<file path="config.mk">
export PLATFORM = sky130hd
export DESIGN_NAME = seg7_sampler_decoder
export DESIGN_NICKNAME = d
export VERILOG_FILES = /design/src/rtl/seg7_sampler_decoder.sv
export SDC_FILE = /design/constraint.sdc
export NUM_CORES = 1
export LEC_CHECK = 0
export CORE_MARGIN = 2
export CORE_UTILIZATION = 35
export DETAILED_ROUTE_END_ITERATION = 16
export RECOVER_POWER = 25
export REMOVE_ABC_BUFFERS = 1
export SYNTH_ARGS = -nofsm -noshare
export SYNTH_HDL_FRONTEND = slang
export SYNTH_SLANG_ARGS = --single-unit
</file>
<file path="constraint.sdc">
create_clock -name clock -period 3.4 [get_ports clock]
set_input_delay 0.68 -clock clock [delete_from_list [all_inputs] [get_ports clock]]
set_output_delay 0.68 -clock clock [all_outputs]
set_load 0.05 [all_outputs]
</file>
<file path="src/rtl/seg7_sampler_decoder.sv">
// Samples an active-low 7-segment bus, waits for the pattern to settle, and decodes it back to a hex nibble.
// Optional saturating illegal-pattern counter on err_count when SEG7_ERR_COUNT_EN is defined.
module seg7_sampler_decoder #(
    parameter int STABLE_CYCLES = 4,
    parameter int CNT_W         = 4
) (
    input  logic       clock,
    input  logic       reset,
    input  logic [6:0] seg_in,
    output logic [3:0] digit,
    output logic       valid,
    output logic       blank,
    output logic       illegal,
    output logic       new_digit,
    output logic [7:0] err_count
);

    typedef enum logic {TRACK, LOCKED} state_t;

    localparam logic [CNT_W-1:0] STABLE_MAX = CNT_W'(STABLE_CYCLES);
    localparam logic [6:0]       SEG_BLANK  = 7'h7F;

    // Active-low g..a glyphs; entry n sits at bits [n*7 +: 7].
    localparam logic [16*7-1:0] GLYPHS = {
        7'h0E, 7'h06, 7'h21, 7'h46, 7'h03, 7'h08, 7'h18, 7'h00,
        7'h78, 7'h02, 7'h12, 7'h19, 7'h30, 7'h24, 7'h79, 7'h40
    };

    state_t           state_reg, state_next;
    logic [6:0]       seg_q_reg;
    logic [CNT_W-1:0] cnt_reg, cnt_next;
    logic [3:0]       digit_reg, digit_next;
    logic             valid_reg, valid_next;
    logic             blank_reg, blank_next;
    logic             illegal_reg, illegal_next;
    logic             new_digit_reg, new_digit_next;
    logic             commit;
    logic             illegal_commit;
    logic [15:0]      glyph_hit;
    logic [3:0]       glyph_value;

    genvar gi;
    generate
        for (gi = 0; gi < 16; gi++) begin : g_glyph
            assign glyph_hit[gi] = (seg_q_reg == GLYPHS[gi*7 +: 7]);
        end
    endgenerate

    // Glyphs are unique, so at most one hit bit is ever set.
    always_comb begin
        glyph_value = 4'h0;
        for (int i = 0; i < 16; i++) begin
            if (glyph_hit[i]) glyph_value = 4'(i);
        end
    end

    always_comb begin
        cnt_next = cnt_reg;
        if (seg_in != seg_q_reg)
            cnt_next = '0;
        else if (cnt_reg != STABLE_MAX)
            cnt_next = cnt_reg + 1'b1;
    end

    always_comb begin
        state_next     = state_reg;
        commit         = 1'b0;
        illegal_commit = 1'b0;
        digit_next     = digit_reg;
        valid_next     = valid_reg;
        blank_next     = blank_reg;
        illegal_next   = illegal_reg;
        new_digit_next = 1'b0;

        case (state_reg)
            TRACK: begin
                // seg_in equals seg_q here, so seg_q is the pattern being committed.
                if (seg_in == seg_q_reg && cnt_next == STABLE_MAX) begin
                    state_next = LOCKED;
                    commit     = 1'b1;
                end
            end
            LOCKED: begin
                if (seg_in != seg_q_reg) state_next = TRACK;
            end
            default: state_next = TRACK;
        endcase

        if (commit) begin
            if (glyph_hit != 16'h0000) begin
                digit_next     = glyph_value;
                valid_next     = 1'b1;
                blank_next     = 1'b0;
                illegal_next   = 1'b0;
                new_digit_next = !valid_reg || (digit_reg != glyph_value);
            end else if (seg_q_reg == SEG_BLANK) begin
                valid_next   = 1'b0;
                blank_next   = 1'b1;
                illegal_next = 1'b0;
            end else begin
                illegal_commit = 1'b1;
                valid_next     = 1'b0;
                blank_next     = 1'b0;
                illegal_next   = 1'b1;
            end
        end
    end

    always_ff @(posedge clock) begin
        if (reset) begin
            state_reg     <= TRACK;
            seg_q_reg     <= SEG_BLANK;
            cnt_reg       <= '0;
            digit_reg     <= 4'h0;
            valid_reg     <= 1'b0;
            blank_reg     <= 1'b0;
            illegal_reg   <= 1'b0;
            new_digit_reg <= 1'b0;
        end else begin
            state_reg     <= state_next;
            seg_q_reg     <= seg_in;
            cnt_reg       <= cnt_next;
            digit_reg     <= digit_next;
            valid_reg     <= valid_next;
            blank_reg     <= blank_next;
            illegal_reg   <= illegal_next;
            new_digit_reg <= new_digit_next;
        end
    end

`ifdef SEG7_ERR_COUNT_EN
    logic [7:0] err_count_reg;

    always_ff @(posedge clock) begin
        if (reset)
            err_count_reg <= 8'h00;
        else if (illegal_commit && err_count_reg != 8'hFF)
            err_count_reg <= err_count_reg + 8'h01;
    end

    assign err_count = err_count_reg;
`else
    assign err_count = 8'h00;
`endif

    assign digit     = digit_reg;
    assign valid     = valid_reg;
    assign blank     = blank_reg;
    assign illegal   = illegal_reg;
    assign new_digit = new_digit_reg;

endmodule

</file>
# After elaboration in Yosys (flattened, before gate mapping)
# Index checks and enable logic that the tools add are counted.
[totals]
reg_bits = 20
latchBits = 0
ram_bits = 0
rom_bits = 0
inputBits = 9
output_inout_bits = 16
elab_cells = 66
mem_count = 0
[classes]
add_sub_neg = 1
mul = 0
n_div = 0
order_cmp = 0
eq_ne = 21
n_shift = 0
n_mux = 26
bitwise_logic = 3
reduce_logical = 7
[op_table]
columns = ["operator", "n"]
rows = [
  ["$mux W4", 16],
  ["$eq A7 B7 Y1 const B", 5],
  ["$eq A7 B5 Y1 const B", 3],
  ["$eq A7 B6 Y1 const B", 3],
  ["$reduce_bool A16 Y1", 1],
  ["$eq A7 B2 Y1 const B", 2],
  ["$eq A7 B4 Y1 const B", 2],
  ["$mux W1", 9],
  ["$eq A7 B3 Y1 const B", 1],
  ["$eq A7 B7 Y1", 1],
  ["$logic_not A7 Y1", 1],
  ["$ne A7 B7 Y1", 1],
  ["$add A4 B1 Y4 const B", 1],
  ["$eq A4 B3 Y1 const B", 1],
  ["$ne A4 B3 Y1 const B", 1],
  ["$ne A4 B4 Y1", 1],
  ["$not A1 Y1", 3],
  ["$reduce_or A3 Y1", 1],
  ["$pmux W1 S2", 1],
  ["$reduce_and A2 Y1", 1],
  ["$logic_and A1 B1 Y1", 1],
  ["$logic_not A1 Y1", 1],
  ["$logic_or A1 B1 Y1", 1],
]

# Depth between registers and ports, before layout
# Gate-level depths: netlist of the first run.
[logic_depth]
word_depth = 18
ltp_mapped = 8
depth_no_buf = 8

# Least setup slack after synthesis of the first run
# OpenSTA, ideal clock, no wires.
[synth_timing]
kind = "input to register"
start = "input seg_in[6]"
end = "register digit_reg[0] (netlist: digit[0])"
setup_time_ps = 79
t_arrival_ps = 1994
path_slack_ps = 1326
path_stages = 6
n_path_buf = 0
cell_sequence = "xor2_2 -> nor4_2 -> nand4_2 -> nand3b_4 -> or2_4 -> a211oi_2"
[synth_between]
elab_chain_cells = 7
word_cells_on_any_way = 8
[synth_lines]
columns = ["element", "line", "rtl"]
rows = [
  ["start, declared", "9", "input logic [6:0] seg_in,"],
  ["$ne A7 B7 Y1", "59", "if (seg_in != seg_q_reg)"],
  ["$mux W4", "59", ""],
  ["$eq A4 B3 Y1", "78", "if (seg_in == seg_q_reg && cnt_next == STABLE_MAX) begin"],
  ["$logic_and A1 B1 Y1 *", "78", ""],
  ["$mux W1 *", "78", ""],
  ["$mux W1 *", "75", "case (state_reg)"],
  ["$reduce_and A2 Y1 (no line) *", "n/a", ""],
  ["end signal, assigned", "123", "digit_reg <= digit_next;"],
  ["end, declared", "32", "logic [3:0] digit_reg, digit_next;"],
]
# Mark *: on every way between the ends. The rest lies on a longest branch, timed or not.
# A chain may end at the register's enable or synchronous reset.

# Final worst setup path of the first run
[layout_timing]
start = "input seg_in[6]"
end = "register digit_reg[1] (netlist: digit[1])"
# Same word-level chain as after synthesis.

==> flow_summary.json, run 1 <==
{
  "status": "finished clean",
  "finalMaxSlewViolations": 0,
  "cp.depth": 7,
  "worstHoldStart": "valid$_SDFFE_PP0P_",
  "htreeDepth": 1,
  "start_util_pct": 36.2,
  "synth_edf_count": 0,
  "max_cap_viol_count": 0,
  "ctsHoldBuffers": 0,
  "fill_cells": 413,
  "seqPwrFrac_pct": 46.0,
  "synthFlopType": "dfxtp_1",
  "p_sw_mw": 0.137,
  "min_period_ps": 2430,
  "final_util_pct": 41.2,
  "clk_path_buf_depth": 2,
  "antenna_found_initial": 0,
  "synth_area_per_cell_sq_um": 8.68,
  "postSynthCellCount": 167,
  "seq_area_sq_um": 400,
  "path_buf_inv": 1,
  "die_x_um": 68.3,
  "synthArstFlopShare_pct": 0,
  "maxSlewHeadroom_pct": 55.1,
  "p_int_mw": 0.423,
  "critPathLaunchType": "input port",
  "grt.overflow.total": 0,
  "wl_um": 2790,
  "r2r_cells": 6,
  "grt_pass1_wl_um": 5150,
  "first_pass_iters": 4,
  "post-cts-setup-buffers": 0,
  "pwr-share-clk_pct": 42.3,
  "max_freq_ghz": 0.412,
  "grt_max_degree": 21,
  "hold_viol": 0,
  "peakVddDrop_v": 0.000267,
  "worst_path_max_delay_cell": "clkdlybuf4s50_1",
  "via_per_inst": 5.25,
  "worstSetupPathType": "input port to flip-flop",
  "dr_wl_met3_um": 109,
  "ant_nets": 0,
  "p_per_area_mw_per_mm2": 340,
  "r2r-start": "seg_q_reg[5]$_SDFF_PP1_",
  "clkSinkCount": 20,
  "leakage_nw": 0.640,
  "dr_wl_met2_um": 1340,
  "tightest_slew_ps": 672,
  "fin_setup_tns_ps": 0,
  "drcViolationCount": 0,
  "core_sq_mm": 0.00400,
  "gp_congestion": 0.828,
  "yosysTopAreaCell": "dfxtp_1",
  "crit_family": "simple AND/OR/NAND/NOR gates",
  "finalSetupViolCount": 0,
  "hp-class": "flip-flop to flip-flop",
  "drive_gt1_share_pct": 14.2,
  "first_global_vias": 1127,
  "cts_resized": 0,
  "required_ps": 3590,
  "final_nets": 188,
  "dieArea_sq_mm": 0.00467,
  "rsz0062_at_grt": "false",
  "top_level_ports": 25,
  "synthesis.area_sq_mm": 0.00145,
  "drt_iter0_drc": 50,
  "fin_crit_sh_pct": 71.3,
  "routedLengthMet1_um": 1320,
  "crit_chain": "clkdlybuf4s50_1, xor2_2, nor4_2, nand4_2, nand3b_4, or2_4, a211oi_2",
  "fp.dieH_um": 68.3,
  "ys_top_cells_by_area": "dfxtp_1, buf_4, xnor2_1, or2_2, xor2_1",
  "ys_warn_count": 0,
  "synthToLayoutAreaGrowth_pct": 13.8,
  "rows": 23,
  "largest_reg_flops": 7,
  "cts_tree": "done",
  "dr.max_layer_used": "met4",
  "critPathMaxStageDelay_ps": 450,
  "clock_skew_ps": 5.69,
  "yosys_register_bits": 20,
  "dp_hpwl_um": 2150,
  "clock_latency_ps": 260,
  "synth.distinct_cells": 54,
  "seq_area_frac_synth_pct": 27.6,
  "worstPathArrival_ps": 2610,
  "cts_made_buffers": 3,
  "ctsRootBufferMaster": "clkbuf_8",
  "track_usage_pct": 14.3,
  "yosysMostFrequentCell": "dfxtp_1",
  "hold_depth": 2,
  "synth_common_cells": "dfxtp_1, nor2_1, buf_4, inv_1, or2_2",
  "via_count": 1186,
  "synth_top_area_share_pct": 27.6,
  "wl_per_cell_um": 12.3,
  "multiInputGateArea_sq_um": 921,
  "diodes": 0,
  "p_comb_share_pct": 11.8,
  "cp_max_fo": 9,
  "endpoint_kind": "flip-flop",
  "clk_pin_slew_ps": 80,
  "crit_start": "seg_in[6]",
  "port_buffers": 16,
  "netSwitchingFraction_pct": 24.5
}
## kinds of logic (layout without fill, tap and decap cells)
group | after synthesis | in the layout | share of synthesized area [%]
simple gates | 78 | 78 | 36.9
buf+inv | 27 | 29 | 10.6
compound gates | 24 | 24 | 12.7
flops | 20 | 20 | 27.6
xor+xnor | 14 | 14 | 9.50
fa+ha+maj | 2 | 2 | 1.73
other cells | 1 | 8 | 0.259
mux | 1 | 1 | 0.691
## layout make-up
class | instances | area share, %
repair buffers | 16 | 9.71
multi-input cells | 127 | 55.8
flip-flops and latches | 20 | 24.3
clock buffers | 3 | 2.50
inverters | 9 | 2.05
clock inverters | 1 | 1.82
well taps | 50 | 3.79
## per-stage QoR
step / std cells / area (sq um) / power, mW / setup slack (ps) / hold WS (ps)
6_report: 226 / 1650 / 0.560 / 974 / 482
5_1_grt: 226 / 1650 / 0.587 / 807 / 514
4_1_cts: 226 / 1650 / 0.568 / 955 / 487
3_5_place_dp: 222 / 1580 / 0.329 / 667 / 474
3_3_place_gp: 222 / 1580 / 0.328 / 721 / 475
2_1_floorplan: 156 / 1360 / 0.307 / 1310 / 555
## worst register-to-register path, stage by stage (launching register included)
cell and delay (ps):
dfxtp_1 670, nor4b_2 330, or4b_1 480, nand3_1 130, nor4_2 100, or3b_1 380, a31oi_1 140
## power by group through the flow
| stage | Combinational, mW | Clock [mW] | Sequential (mW) |
|---|---|---|---|
| final | 0.0658 | 0.237 | 0.258 |
| after global routing | 0.0728 | 0.254 | 0.260 |
| after CTS | 0.0666 | 0.244 | 0.257 |
| after detailed placement | 0.0664 | 0 | 0.263 |
| after global placement | 0.0658 | 0 | 0.262 |
| after floorplan | 0.0491 | 0 | 0.258 |
## metal layers
metal	GRT usage, %	vias to the layer above
met5	0	-
li1	-	602
met1	19.6	555
met4	2.25	0
met2	23.4	25
met3	2.96	4
## worst paths after layout
path / to / slack, ps
worst max register to register: new_digit$_SDFF_PP0_ / 1110
worst min-delay path: valid$_SDFFE_PP0P_ / 480
worst min register to register: valid$_SDFFE_PP0P_ / 480
worst max-delay path: digit[1]$_SDFFE_PP0P_ / 970
## cell usage in the layout, fill, tap and decap left out, drive strengths merged, types with 2 or more instances in the layout
cell	count
o211ai	2
nor4	5
ha	2
nor2	11
dfxtp	20
a31oi	2
nand4	6
nor4b	4
o21ai	3
or2	9
clkbuf	3
a211oi	4
clkdlybuf4s50	15
o31ai	2
and3	3
nor2b	3
conb	8
nor3	7
nand2	7
xnor2	8
a21oi	4
nand3	6
nand2b	2
nor4bb	2
xor2	6
nand3b	4
inv	9
and2	3
Power figures use the tool's default switching activity.
==> run 2, diff against run 1 <==
==> constraint.sdc (replaced) <==
create_clock -name clock -period 2.1 [get_ports clock]
set_input_delay 0.42 -clock clock [delete_from_list [all_inputs] [get_ports clock]]
set_output_delay 0.42 -clock clock [all_outputs]
set_load 0.05 [all_outputs]
==> run 2 against run 1 <==
Net effect: sequential share of layout area is 2.1 points lower; global-route usage decreased by 0.24 points; critical path depth fell by 1; final area is 12% higher; first-iteration DRC count increased by 10%; cell count up 10%; clock power increased by 2%; setup slack worse by 890 ps; hold slack worse by 63 ps; die area unchanged; sequential power grew 56%; power is 41% higher; critical endpoint is now new_digit$_SDFF_PP0_.
==> flow_summary.json, run 2 (synthesis results as in run 1) <==
{
  "max_cap_viol_count": 0,
  "ant_nets": 0,
  "port_buffers": 16,
  "clkSinkCount": 20,
  "ctsHoldBuffers": 0,
  "track_usage_pct": 14.0,
  "diodes": 0,
  "peakVddDrop_v": 0.000252,
  "required_ps": 2290,
  "critPathMaxStageDelay_ps": 500,
  "hold_viol": 0,
  "clock_latency_ps": 250,
  "via_count": 1276,
  "ctsRootBufferMaster": "clkbuf_8",
  "finalSetupViolCount": 0,
  "fill_cells": 388,
  "cts_made_buffers": 3,
  "p_per_area_mw_per_mm2": 429,
  "seq_area_sq_um": 408,
  "clk_path_buf_depth": 2,
  "fp.dieH_um": 68.3,
  "die_x_um": 68.3,
  "wl_um": 3140,
  "critPathLaunchType": "flip-flop",
  "start_util_pct": 36.2,
  "cts_tree": "done",
  "largest_reg_flops": 7,
  "drt_iter0_drc": 55,
  "core_sq_mm": 0.00400,
  "antenna_found_initial": 0,
  "layout_commonest_cell": "buf_4",
  "crit_chain": "nor4b_2, or4b_1, nand3_1, nor4_4, or3b_1, a31oi_1",
  "status": "finished clean",
  "finalMaxSlewViolations": 0,
  "final_nets": 212,
  "htreeDepth": 1,
  "multiInputGateArea_sq_um": 947,
  "rows": 23,
  "rsz0062_at_grt": "true",
  "clock_skew_ps": 4.23,
  "worst_hold_slack_ps": 419,
  "endpoint_kind": "flip-flop",
  "grt_max_degree": 14,
  "synthToLayoutAreaGrowth_pct": 27.2,
  "grt_pass1_wl_um": 5080,
  "dp_hpwl_um": 2520,
  "final.setup.worst_slack_ps": 79.6,
  "worst_path_max_delay_cell": "or4b_1",
  "gp_congestion": 0.832,
  "dieArea_sq_mm": 0.00467,
  "drcViolationCount": 0,
  "via_per_inst": 5.12,
  "place_ws_ps": -369,
  "hp-class": "input port to flip-flop",
  "final_cell_mix": "buf_4, dfxtp_1, clkdlybuf4s50_1, nor2_1, inv_1",
  "max_freq_ghz": 0.495,
  "first_pass_iters": 4,
  "grt.overflow.total": 0,
  "fin_crit_sh_pct": 96.2,
  "cp_max_fo": 6,
  "worstPathArrival_ps": 2210,
  "wl_per_cell_um": 12.6,
  "clk_pin_slew_ps": 70,
  "min_period_ps": 2020,
  "leakage_nw": 0.790,
  "worstSetupPathType": "flip-flop to flip-flop",
  "top_level_ports": 25,
  "first_global_vias": 1171,
  "drive_gt1_share_pct": 28.6,
  "final_util_pct": 46.1
}
run 2: worst paths after layout:
path / start / endpoint / slack, ps / cells past startpoint
worst max register to register: seg_q_reg[6]$_SDFF_PP1_ / new_digit$_SDFF_PP0_ / 80 / 6
worst min register to register: valid$_SDFFE_PP0P_ / valid$_SDFFE_PP0P_ / 470 / 2
worst min-delay path: seg_in[1] / seg_q_reg[1]$_SDFF_PP1_ / 420 / 2
worst max-delay path: seg_q_reg[6]$_SDFF_PP1_ / new_digit$_SDFF_PP0_ / 80 / 6
run 2: power breakdown:
part	leakage [nW]	internal, mW	switching [mW]
clock network	0.0216	0.128	0.115
registers	0.162	0.388	0.0151
logic	0.606	0.0618	0.0843
total	0.790	0.577	0.214
run 2: metal layers:
layer / global-route usage (%) / vias up / wire (um)
met5: 0 / - / 0
met4: 2.25 / 0 / 52
met3: 2.96 / 6 / 116
met2: 26.0 / 25 / 1600
met1: 16.8 / 599 / 1360
li1: - / 646 / -
run 2: metrics by stage:
stage | std cells | power (mW) | instance area, sq um | setup TNS [ps]
global route | 249 | 0.826 | 1840 | -60.6
global placement | 245 | 0.555 | 1750 | -1800
floorplan | 156 | 0.497 | 1360 | 0
detailed placement | 245 | 0.556 | 1750 | -2390
CTS | 249 | 0.797 | 1810 | 0
finish | 249 | 0.791 | 1840 | 0
run 2: worst max-delay path: cells and delay by family, from the launching register on:
kind,cells,cell delay (ps)
and+or+nand+nor,5,1460
DFF,1,360
AOI/OAI and AO/OA,1,130
run 2: layout make-up:
cell class                      count  share of cell area, %
Clock buffer                        3                   2.24
Inverter                            9                   1.83
Multi-Input combinational cell    127                   51.4
Sequential cell                    20                   22.1
Tap cell                           50                   3.39
Timing Repair Buffer               40                   19.0
run 2: timing repair:
item	CTS	global route
buffers inserted	1	0
pin swaps	5	4
endpoints found under the setup margin	7	8
resized for setup	2	15
==> run 3, diff against run 2 <==
--- a/config.mk
+++ b/config.mk
@@ -5,6 +5,7 @@
 export SDC_FILE = /design/constraint.sdc
 export NUM_CORES = 1
 export LEC_CHECK = 0
+export ABC_AREA = 1
 export CORE_MARGIN = 2
 export CORE_UTILIZATION = 35
 export DETAILED_ROUTE_END_ITERATION = 16
==> run 3 against run 2 <==
Net effect: clock power is 56% higher; final area is 10% lower; critical path type is now flip-flop to output pin; wire length is 5.7% lower; hold slack better by 67 ps; global-route usage is 0.64 points higher; non-clock buffer count is 23 lower; area after synthesis is 1.7% lower; highest routed layer unchanged.
==> flow_summary.json, run 3 <==
{
  "post-cts-setup-buffers": 0,
  "worst_path_max_delay_cell": "clkdlybuf4s50_1",
  "core_sq_mm": 0.00397,
  "crit_family": "buffers and inverters",
  "clkSinkCount": 20,
  "pwr-share-clk_pct": 42.6,
  "top_level_ports": 25,
  "final_cell_mix": "nand2_1, nor2_1, inv_1, nand3_1, dfxtp_1",
  "critPathLaunchType": "flip-flop",
  "p_comb_share_pct": 12.2,
  "synth_top_area_share_pct": 28.1,
  "layout_commonest_cell": "nand2_1",
  "p_int_mw": 0.676,
  "drcViolationCount": 0,
  "netSwitchingFraction_pct": 23.7,
  "worstPathArrival_ps": 1480,
  "fin_crit_sh_pct": 90.4,
  "gp_congestion": 0.918,
  "rows": 23,
  "first_global_vias": 1184,
  "yosysTopAreaCell": "dfxtp_1",
  "clock_latency_ps": 260,
  "path_buf_inv": 1,
  "critPathMaxStageDelay_ps": 820,
  "cp_max_fo": 4,
  "ant_nets": 0,
  "port_buffers": 16,
  "clock_skew_ps": 2.89,
  "via_per_inst": 4.56,
  "seq_area_frac_synth_pct": 28.1,
  "required_ps": 1680,
  "dieArea_sq_mm": 0.00459,
  "ctsRootBufferMaster": "clkbuf_8",
  "worstSetupPathType": "flip-flop to output pin",
  "grt_pass1_wl_um": 5100,
  "cts_tree": "done",
  "clk_pin_slew_ps": 70,
  "max_freq_ghz": 0.527,
  "synthFlopType": "dfxtp_1",
  "track_usage_pct": 14.7,
  "antenna_found_initial": 0,
  "leakage_nw": 0.813,
  "start_util_pct": 35.9,
  "drive_gt1_share_pct": 11.6,
  "drt_iter0_drc": 125,
  "synthesis.area_sq_mm": 0.00142,
  "multiInputGateArea_sq_um": 845,
  "htreeDepth": 1,
  "p_per_area_mw_per_mm2": 534,
  "max_cap_viol_count": 0,
  "placed_cell_area_sq_mm": 0.00159,
  "clk_path_buf_depth": 2,
  "synthToLayoutAreaGrowth_pct": 16.5,
  "fill_cells": 424,
  "largest_reg_flops": 7,
  "synthArstFlopShare_pct": 0,
  "synth_common_cells": "nand2_1, nor2_1, inv_1, nand3_1, dfxtp_1",
  "seqPwrFrac_pct": 45.2,
  "cts_made_buffers": 3,
  "ys_top_cells_by_area": "dfxtp_1, nand2_1, nor2_1, nand3_1, inv_1",
  "instances_no_fill": 292,
  "die_x_um": 67.8,
  "peakVddDrop_v": 0.000355,
  "p_sw_mw": 0.210,
  "grt.overflow.total": 0,
  "fin_area_sq_mm": 0.00166,
  "rsz0062_at_grt": "false",
  "yosys_register_bits": 20,
  "wl_um": 2960,
  "synth.distinct_cells": 29,
  "first_pass_iters": 4,
  "wl_per_cell_um": 10.1,
  "final_nets": 254,
  "place_ws_ps": 60.4,
  "crit_chain": "clkdlybuf4s50_1",
  "cts_resized": 0,
  "hold_viol": 0,
  "fp.dieH_um": 67.8,
  "synth_area_per_cell_sq_um": 6.27,
  "fin_setup_tns_ps": 0,
  "finalMaxSlewViolations": 0,
  "seq_area_sq_um": 400,
  "ys_warn_count": 0,
  "endpoint_kind": "output pin",
  "min_period_ps": 1900,
  "yosysMostFrequentCell": "nand2_1",
  "diodes": 0,
  "synth_edf_count": 0,
  "hp-class": "flip-flop to flip-flop",
  "ctsHoldBuffers": 0,
  "postSynthCellCount": 227,
  "grt_max_degree": 13,
  "via_count": 1332,
  "dp_hpwl_um": 2430,
  "finalSetupViolCount": 0,
  "status": "finished clean",
  "final.setup.worst_slack_ps": 202,
  "dp_cells": 288
}
## run 3: changes by cell type after synthesis, sizes merged, moves of 5 or more
cell	previous run	this run
nor4	5	0
nand2	7	56
nor2	11	43
nand3	6	25
inv	9	31
buf	17	12
xnor2	8	2
## run 3: worst paths after layout
check / slack [ps] / endpoint / startpoint / cells after the start
hold / removal: 490 / state_reg$_SDFF_PP0_ / state_reg$_SDFF_PP0_ / 2
setup reg to reg: 350 / blank$_SDFFE_PP0P_ / cnt_reg[0]$_SDFF_PP0_ / 10
setup / recovery: 200 / digit[0] / digit[0]$_SDFFE_PP0P_ / 1
hold reg to reg: 490 / state_reg$_SDFF_PP0_ / state_reg$_SDFF_PP0_ / 2
## run 3: routing by layer
layer  share of wire (%)  GRT usage [%]  vias to the layer above  routed length, um
met3                 5.2           2.67                        4                154
met1                  50           19.9                      569               1490
li1                    -              -                      721                  -
met4                 1.2           5.75                        0                 35
met2                  43           22.9                       38               1280
met5                   0              0                        -                  0
## run 3: area by class of cell
class                   count  area share, %
flip-flops and latches     20           24.1
clock inverters             1           1.81
clock buffers               3           2.49
repair buffers             17           9.88
multi-input cells         170           50.9
inverters                  31           7.01
well taps                  50           3.77
## run 3: logic make-up after synthesis
family | after synthesis | synth area share (%)
other | 1 | 0.263
AO/OA/AOI/OAI | 10 | 4.66
buffers and inverters | 44 | 14.4
adder cells (fa/ha/maj) | 2 | 1.76
flip-flops | 20 | 28.1
XOR/XNOR | 8 | 4.92
AND/OR/NAND/NOR | 142 | 45.9
## run 3: power groups by stage
| stage | sequential, mW | combinational [mW] | clock (mW) |
|---|---|---|---|
| 2_1_floorplan | 0.406 | 0.0790 | 0 |
| 3_3_place_gp | 0.409 | 0.109 | 0 |
| 3_5_place_dp | 0.409 | 0.109 | 0 |
| 4_1_cts | 0.400 | 0.109 | 0.390 |
| 5_1_grt | 0.402 | 0.119 | 0.402 |
| 6_report | 0.400 | 0.108 | 0.377 |
## run 3: metrics by stage
stage                     hold slack [ps]  util (%)  power [mW]
after detailed placement              481      40.1       0.518
after global routing                  522      41.8       0.923
final                                 486      41.8       0.886
after CTS                             493      41.9       0.900
after global placement                489      40.1       0.518
after floorplan                       456         -       0.485
